### config.mk
export PLATFORM = sky130hd
export DESIGN_NAME = issue_buff_ooo
export DESIGN_NICKNAME = d
export VERILOG_FILES = /design/src/rtl/issue_buff_ooo.sv
export SDC_FILE = /design/constraint.sdc
export NUM_CORES = 1
export LEC_CHECK = 0
export BUFFER_PORTS_ARGS = -buffer_cell sky130_fd_sc_hd__buf_2
export CORE_AREA = 2 2 203 155
export DETAILED_ROUTE_END_ITERATION = 16
export DIE_AREA = 0 0 205 157
export GPL_TIMING_DRIVEN = 0
export HOLD_SLACK_MARGIN = 0.02
export PLACE_DENSITY_LB_ADDON = 0.2
export REMOVE_ABC_BUFFERS = 1
export SYNTH_ARGS = -nofsm -noshare
export SYNTH_HDL_FRONTEND = slang
export SYNTH_SLANG_ARGS = --single-unit
### constraint.sdc
create_clock -name clk -period 16.25 [get_ports clk]
set_input_delay 0.8125 -clock clk [delete_from_list [all_inputs] [get_ports clk]]
set_output_delay 0.8125 -clock clk [all_outputs]
set_load 0.02 [all_outputs]
### src/rtl/issue_buff_ooo.sv
// issue_buff_ooo: age-ordered collapsing issue queue that offers the oldest entry
// whose source tags are all marked done; IN_ORDER=1 restricts issue to the head.
module issue_buff_ooo #(
    parameter int DATA_WIDTH = 47,
    parameter int ELEMENTS   = 4,
    parameter int NUM_DEPS   = 2,
    parameter int NUM_TAGS   = 30,
    parameter int TAG_BITS   = 5,
    parameter int IN_ORDER   = 0
) (
    input  logic                         clk,
    input  logic                         rst,
    input  logic                         flush,
    input  logic [DATA_WIDTH-1:0]        din,
    input  logic [NUM_DEPS*TAG_BITS-1:0] din_deps,
    input  logic [NUM_DEPS-1:0]          din_dep_valid,
    input  logic                         din_valid,
    output logic                         din_ready,
    output logic [DATA_WIDTH-1:0]        dout,
    output logic                         dout_valid,
    input  logic                         dout_ready,
    input  logic [NUM_TAGS-1:0]          done_flags,
    output logic [$clog2(ELEMENTS+1)-1:0] occupancy
);
    localparam int CW = $clog2(ELEMENTS + 1);
    localparam int SW = $clog2(ELEMENTS);
    localparam int TW = 2 ** TAG_BITS;

    logic [DATA_WIDTH-1:0]        r_data [ELEMENTS];
    logic [NUM_DEPS*TAG_BITS-1:0] r_tags [ELEMENTS];
    logic [NUM_DEPS-1:0]          r_dv   [ELEMENTS];
    logic [CW-1:0]                r_count;
    logic [TW-1:0]                w_done;
    logic [ELEMENTS-1:0]          w_cand;
    logic [SW-1:0]                w_sel;
    logic [CW-1:0]                w_wr;
    logic                         w_found;
    logic                         w_issue;
    logic                         w_enq;

    // zero-padding makes tags >= NUM_TAGS permanently unsatisfied
    assign w_done = TW'(done_flags);

    always_comb begin
        w_cand = '0;
        for (int s = 0; s < ELEMENTS; s++) begin
            w_cand[s] = (CW'(s) < r_count) && (IN_ORDER == 0 || s == 0);
            for (int d = 0; d < NUM_DEPS; d++)
                if (r_dv[s][d] && !w_done[r_tags[s][d*TAG_BITS +: TAG_BITS]]) w_cand[s] = 1'b0;
        end
    end

    always_comb begin
        w_found = 1'b0;
        w_sel   = '0;
        for (int s = ELEMENTS - 1; s >= 0; s--)
            if (w_cand[s]) begin
                w_found = 1'b1;
                w_sel   = SW'(s);
            end
    end

    assign dout_valid = w_found;
    assign dout       = r_data[w_sel];
    assign din_ready  = r_count != CW'(ELEMENTS);
    assign occupancy  = r_count;
    assign w_issue    = w_found & dout_ready;
    assign w_enq      = din_valid & din_ready;
    assign w_wr       = r_count - CW'(w_issue);

    always_ff @(posedge clk) begin
        if (rst || flush) r_count <= '0;
        else              r_count <= r_count + CW'(w_enq) - CW'(w_issue);
    end

    // collapse above the issued slot, then the new entry lands at the youngest position
    always_ff @(posedge clk) begin
        for (int s = 0; s < ELEMENTS - 1; s++)
            if (w_issue && SW'(s) >= w_sel) begin
                r_data[s] <= r_data[s+1];
                r_tags[s] <= r_tags[s+1];
                r_dv[s]   <= r_dv[s+1];
            end
        if (w_enq) begin
            r_data[SW'(w_wr)] <= din;
            r_tags[SW'(w_wr)] <= din_deps;
            r_dv[SW'(w_wr)]   <= din_dep_valid;
        end
    end
endmodule

# Word level (Yosys, flattened, before mapping)
# Memories as Yosys holds them, arrays and structs flattened.
# Index checks and enable logic that the tools add are counted.
[totals]
reg_bits = 3
mem_bits_rw = 236
inputBits = 94
output_inout_bits = 52
wordCells = 85
n_memories = 3
[classes]
add_sub_neg = 3
n_lt_le_gt_ge = 15
eq_ne = 1
muxes = 40
bitwise = 2
reduce_logical = 20
[mem_list]
columns = ["name", "words", "width", "rd", "rd_clocked_by_memory_dff", "write_ports", "line", "rtl"]
rows = [
  ["r_data", 4, 47, 4, 0, 4, "29", "logic [DATA_WIDTH-1:0] r_data [ELEMENTS];"],
  ["r_tags", 4, 10, 4, 0, 4, "30", "logic [NUM_DEPS*TAG_BITS-1:0] r_tags [ELEMENTS];"],
  ["r_dv", 4, 2, 4, 0, 4, "31", "logic [NUM_DEPS-1:0] r_dv [ELEMENTS];"],
]
[op_table]
columns = ["op", "n"]
rows = [
  ["$lt A5 B6 Y1 const B", 8],
  ["$bmux W1 S5", 8],
  ["$mux W1", 28],
  ["$logic_and A1 B1 Y1", 11],
  ["$logic_not A1 Y1", 8],
  ["$mux W2", 4],
  ["$lt A1 B3 Y1 const A", 2],
  ["$lt A2 B3 Y1 const A", 2],
  ["$ge A1 B2 Y1 const A", 2],
  ["$add A3 B1 Y3", 1],
  ["$ne A3 B3 Y1 const B", 1],
  ["$sub A3 B1 Y3", 1],
  ["$and A1 B1 Y1", 2],
  ["$ge A2 B2 Y1 const A", 1],
  ["$sub A2 B1 Y2", 1],
  ["$logic_or A1 B1 Y1", 1],
]

# Depth between registers and ports, before layout
# An unclocked memory read counts as a cell.
[depth]
word_depth = 15
mapped_depth = 16
ltp_nobuf = 14

# Worst setup path before layout
# No wires, ideal clock.
[synth_timing]
path_kind = "input-to-reg"
start = "input done_flags[22]"
end = "memory r_data[3][0] (enable)"
setup_ns = 0.548
arrival_ns = 7.106
required_time_ns = 15.702
slack_ns = 8.596
stages = 10
path_buffers = 1
cell_sequence = "mux4_2 -> mux4_2 -> a211oi_2 -> a221oi_2 -> clkbuf_1 -> nor3_1 -> a21oi_1 -> ha_1 -> xnor2_1 -> nor3_1"
[synth_rtl]
columns = ["element", "line", "rtl"]
rows = [
  ["start, declared", "22", "input logic [NUM_TAGS-1:0] done_flags,"],
  ["end, declared", "29", ""],
]

==> results.md <==
Logic synthesis:
- In this run, distinct cell masters in the synthesized netlist total 55.
- The most common flop cell mapped by yosys is edfxtp_1.
- In this run, synthesis inferred 236 flip-flops with an integrated enable.
- The sequential share of the synthesized area is 53.2%.
- By area the synthesized netlist is led by edfxtp_1, mux2_2, mux4_2.
- The average cell area after synthesis is 14.9 sq um.
- The async set-or-reset flop fraction in the synthesized netlist is 0%.
- The biggest area contributor in the post-synthesis netlist is edfxtp_1.
- Yosys printed 0 warnings.
- Synthesis inferred 239 register bits.
- The post-synthesis instance area is 13,400 sq um.
- The area share of the leading cell type in the synthesized netlist is 52.7%.
- In the synthesized netlist, the number of instances is 900.

Setup path:
- The kind of cell with the highest combined delay along the critical path is simple AND/OR/NAND/NOR gates.
- The peak fanout along the critical path is 27.
- The data required time at the worst endpoint is 16,520 ps.
- The type of element launching the critical path is a register.
- The critical path in this run is classified as reg -> reg.
- The slowest stage of the critical path is the nor3_2 cell.
- The critical path data arrival time is 6530 ps.
- The nature of the critical path endpoint is a register.
- The count of buffer and inverter cells on the critical path is 6.
- The most numerous cell type found on the critical path is buf_6.
- Traced cell by cell, the critical path runs through mux4_2 -> a311oi_1 -> and3_1 -> a2111oi_4 -> buf_6 -> and2_2 -> buf_12 -> nor3_1 -> a21oi_1 -> ha_1 -> nor3_2 -> buf_6 -> buf_6 -> buf_6 -> buf_6 -> mux2_2.
- The maximum single-stage delay on the critical path is 830 ps.

Timing:
- The number of hold violations in the final report was 0.
- The transition at the pin with the smallest max-transition slack is 959 ps.
- The max-slew violation count came to 0.
- Setup repair after global routing left no endpoint under its margin.
- The final number of setup-violating endpoints is 0.
- Static timing analysis puts the maximum clock frequency at 160 MHz.
- Counting I/O delays and the setup requirement, the final critical path takes 6260 ps.
- Of the available clock period, the critical path in the final layout requires 38.5%.
- The remaining max-slew budget at the tightest pin is 35.7%.
- The clock skew after layout is 15.6 ps.
- Summed over all failing endpoints, the final setup total negative slack is 0 ps.
- Hold is met by 492 ps.
- The worst-case setup margin in the final layout is 9990 ps.

Route:
- The wire length per cell is 25.9 um.
- The first detailed-routing pass took 4 iterations.
- Dividing the detail-routed via count by the number of cells gives 6.17.
- The detail route stage leaves a number of antenna-violating nets equal to 0.
- Summing over every cut layer, the via total after detailed routing is 8,934.
- The number of remaining DRC errors is 0.
- For this block, the routed nets add up to 37.4 mm of wire.
- The violation count after the first detailed-route iteration is 694.

Floorplan:
- In this run the core area contains 55 standard-cell rows.
- The starting utilization of the core area is 44.8%.
- 146 I/O pins were placed.
- The die is 205 um wide.
- The floorplan step defined a core boundary enclosing 30,000 sq um.
- From bottom edge to top edge, the die measures 157 um.
- The die covers 32,200 sq um.

GRT:
- Entering global routing, the biggest net connects 52 pins.
- The number of global-route vias before repair is 9,297.
- The first global-routing pass estimated 57.1 mm of wire.
- In the global route stage, overall resource usage came out at 23.5%.
- The number of antenna violations at the first check in global routing is 6.
- For this run the aggregate overflow at the end of global routing stands at 0.

Clocking:
- The CTS sink count is 239.
- The number of buffers on the longest clock path is 3.
- The number of buffers inserted by post-CTS setup repair is 0.
- Clock tree synthesis inserted a total of 26 buffers.
- CTS built an H-tree with a depth of 1.
- The number of buffers inserted by hold repair at cts is 0.
- The cell at the root of the clock tree is clkbuf_16.
- TritonCTS built the clock tree.
- The number of gates resized after cts is 0.
- The clock latency on the worst-skew pair is 530 ps.
- The register clock-pin slew on the reported worst setup and hold paths is 60 ps.

Finish:
- The layout has 2,565 filler cells.
- The register area is 7150 sq um.
- The final cell count without fillers is 1,447.
- In the final layout, the share of cells above drive strength 1 is 46.8%.
- The area overhead of the layout relative to synthesis is 17.7%.
- The net total in the final layout is 1,126.
- The multi-input combinational cell area is 6000 sq um.

Hold path:
- The tightest min-delay check is of the in -> reg type.

Power:
- The leakage power is 0.00536 uW.
- The power density over cell area is 209 nW/um^2.
- The highest ir drop seen on vdd is 0.135 mV.

Placement:
- The placer congestion estimate is 0.837.
- The worst-case setup slack after placement is 9690 ps.
- The placed instance count is 1,397.
- The wire-length estimate of the detail-placed layout is 24.6 mm.
- The number of I/O port buffers is 145.

Job:
- The number of max-cap violations is 0.

Run status:
- The flow ran to the end, and the final reports show no timing, DRC or antenna violations.
==> layout make-up <==
type	instances	share of cell area [%]
Sequential cell	239	45.2
Multi-Input combinational cell	565	37.9
Timing Repair Buffer	181	8.45
Clock buffer	35	4.46
Tap cell	399	3.16
Clock inverter	11	0.474
Inverter	13	0.308
Antenna cell	4	0.0633
==> power breakdown <==
part           switching, uW  internal (uW)
clock                    239            318
sequential               162           1020
combinational            856            711
total                   1260           2050
==> routing by layer <==
layer  GRT usage (%)  share of wire [%]  vias up
met5               0              0.064        -
met4            5.14                1.5        4
met3            4.39                7.8       49
met2            37.4                 46      330
met1            33.6                 45     4573
li1                -                  -     3978
==> synth_stat cells (3+ instances only) <==
master and n:
nor3_1 7, nand3b_1 55, buf_6 3, edfxtp_1 236, mux4_2 51, dfxtp_1 3, a41oi_1 3, buf_4 5
o2bb2ai_1 4, nor2b_1 11, buf_1 12, a2bb2oi_1 18, nand2_1 9, a2bb2oi_2 30, mux2_2 179, o211ai_1 4
o311ai_1 29, buf_2 24, ha_1 5, o21ai_0 6, nor2_1 12, a22oi_1 5, a21oi_1 48, mux2i_1 22
clkbuf_1 39, o311ai_0 21, nand3_1 9, inv_1 13
==> worst register-to-register path, stage by stage (launching register included) <==
cell	delay, ps
edfxtp_1	600
mux4_2	430
a311oi_1	90
and3_1	250
a2111oi_4	790
buf_6	290
and2_2	530
buf_12	280
nor3_1	130
a21oi_1	250
ha_1	380
nor3_2	830
buf_6	260
buf_6	180
buf_6	200
buf_6	180
mux2_2	350
==> through the flow <==
step           total power [uW]  utilization, %  area [sq um]
2_1_floorplan              2200               -         13100
3_5_place_dp               2770            50.1         15000
5_1_grt                    3480            52.7         15800
6_report                   3310            52.7         15800
4_1_cts                    3330            52.7         15800
3_3_place_gp               2740            47.6         14300
==> cells in the final DEF, fill, tap and decap left out, types with 3 or more instances in the layout <==
cell type	instances
a21oi_1	48
a22oi_1	5
a2bb2oi_1	18
a2bb2oi_2	30
buf_12	5
buf_16	9
buf_2	145
buf_6	16
buf_8	5
clkbuf_1	8
clkbuf_16	27
clkinv_1	6
clkinv_2	3
dfxtp_1	3
diode_2	4
edfxtp_1	236
ha_1	5
inv_1	13
mux2_2	179
mux2i_1	22
mux4_2	51
nand2_1	8
nand3_1	7
nand3b_1	55
nor2_1	12
nor2b_1	11
nor3_1	5
o211ai_1	4
o21ai_0	6
o2bb2ai_1	4
o311ai_0	21
o311ai_1	28
==> cells by family (layout without fill, tap and decap cells) <==
logic type | after synthesis | in the layout | synth area share, %
other | 0 | 4 | 0
adder cells (fa/ha/maj) | 6 | 6 | 0.614
multiplexers | 252 | 252 | 25.2
flip-flops | 239 | 239 | 53.2
buffers and inverters | 96 | 240 | 3.21
AO/OA/AOI/OAI | 187 | 187 | 12.1
AND/OR/NAND/NOR | 117 | 117 | 5.55
XOR/XNOR | 3 | 3 | 0.196
==> state kept, by name, summed over array words and instances (netlist names) <==
register   count
occupancy      3
r_data       188
r_dv           8
r_tags        40
==> final timing paths <==
check,cells after the start,slack (ps),start,endpoint
worst max-delay path,16,9990,r_tags[2][0],r_data[1][41]
worst min-delay path,2,490,flush,occupancy[2]
worst max register to register,16,9990,r_tags[2][0],r_data[1][41]
worst min register to register,1,570,r_data[2][31],r_data[1][31]
Note: power is estimated with default switching activity, not from simulation.
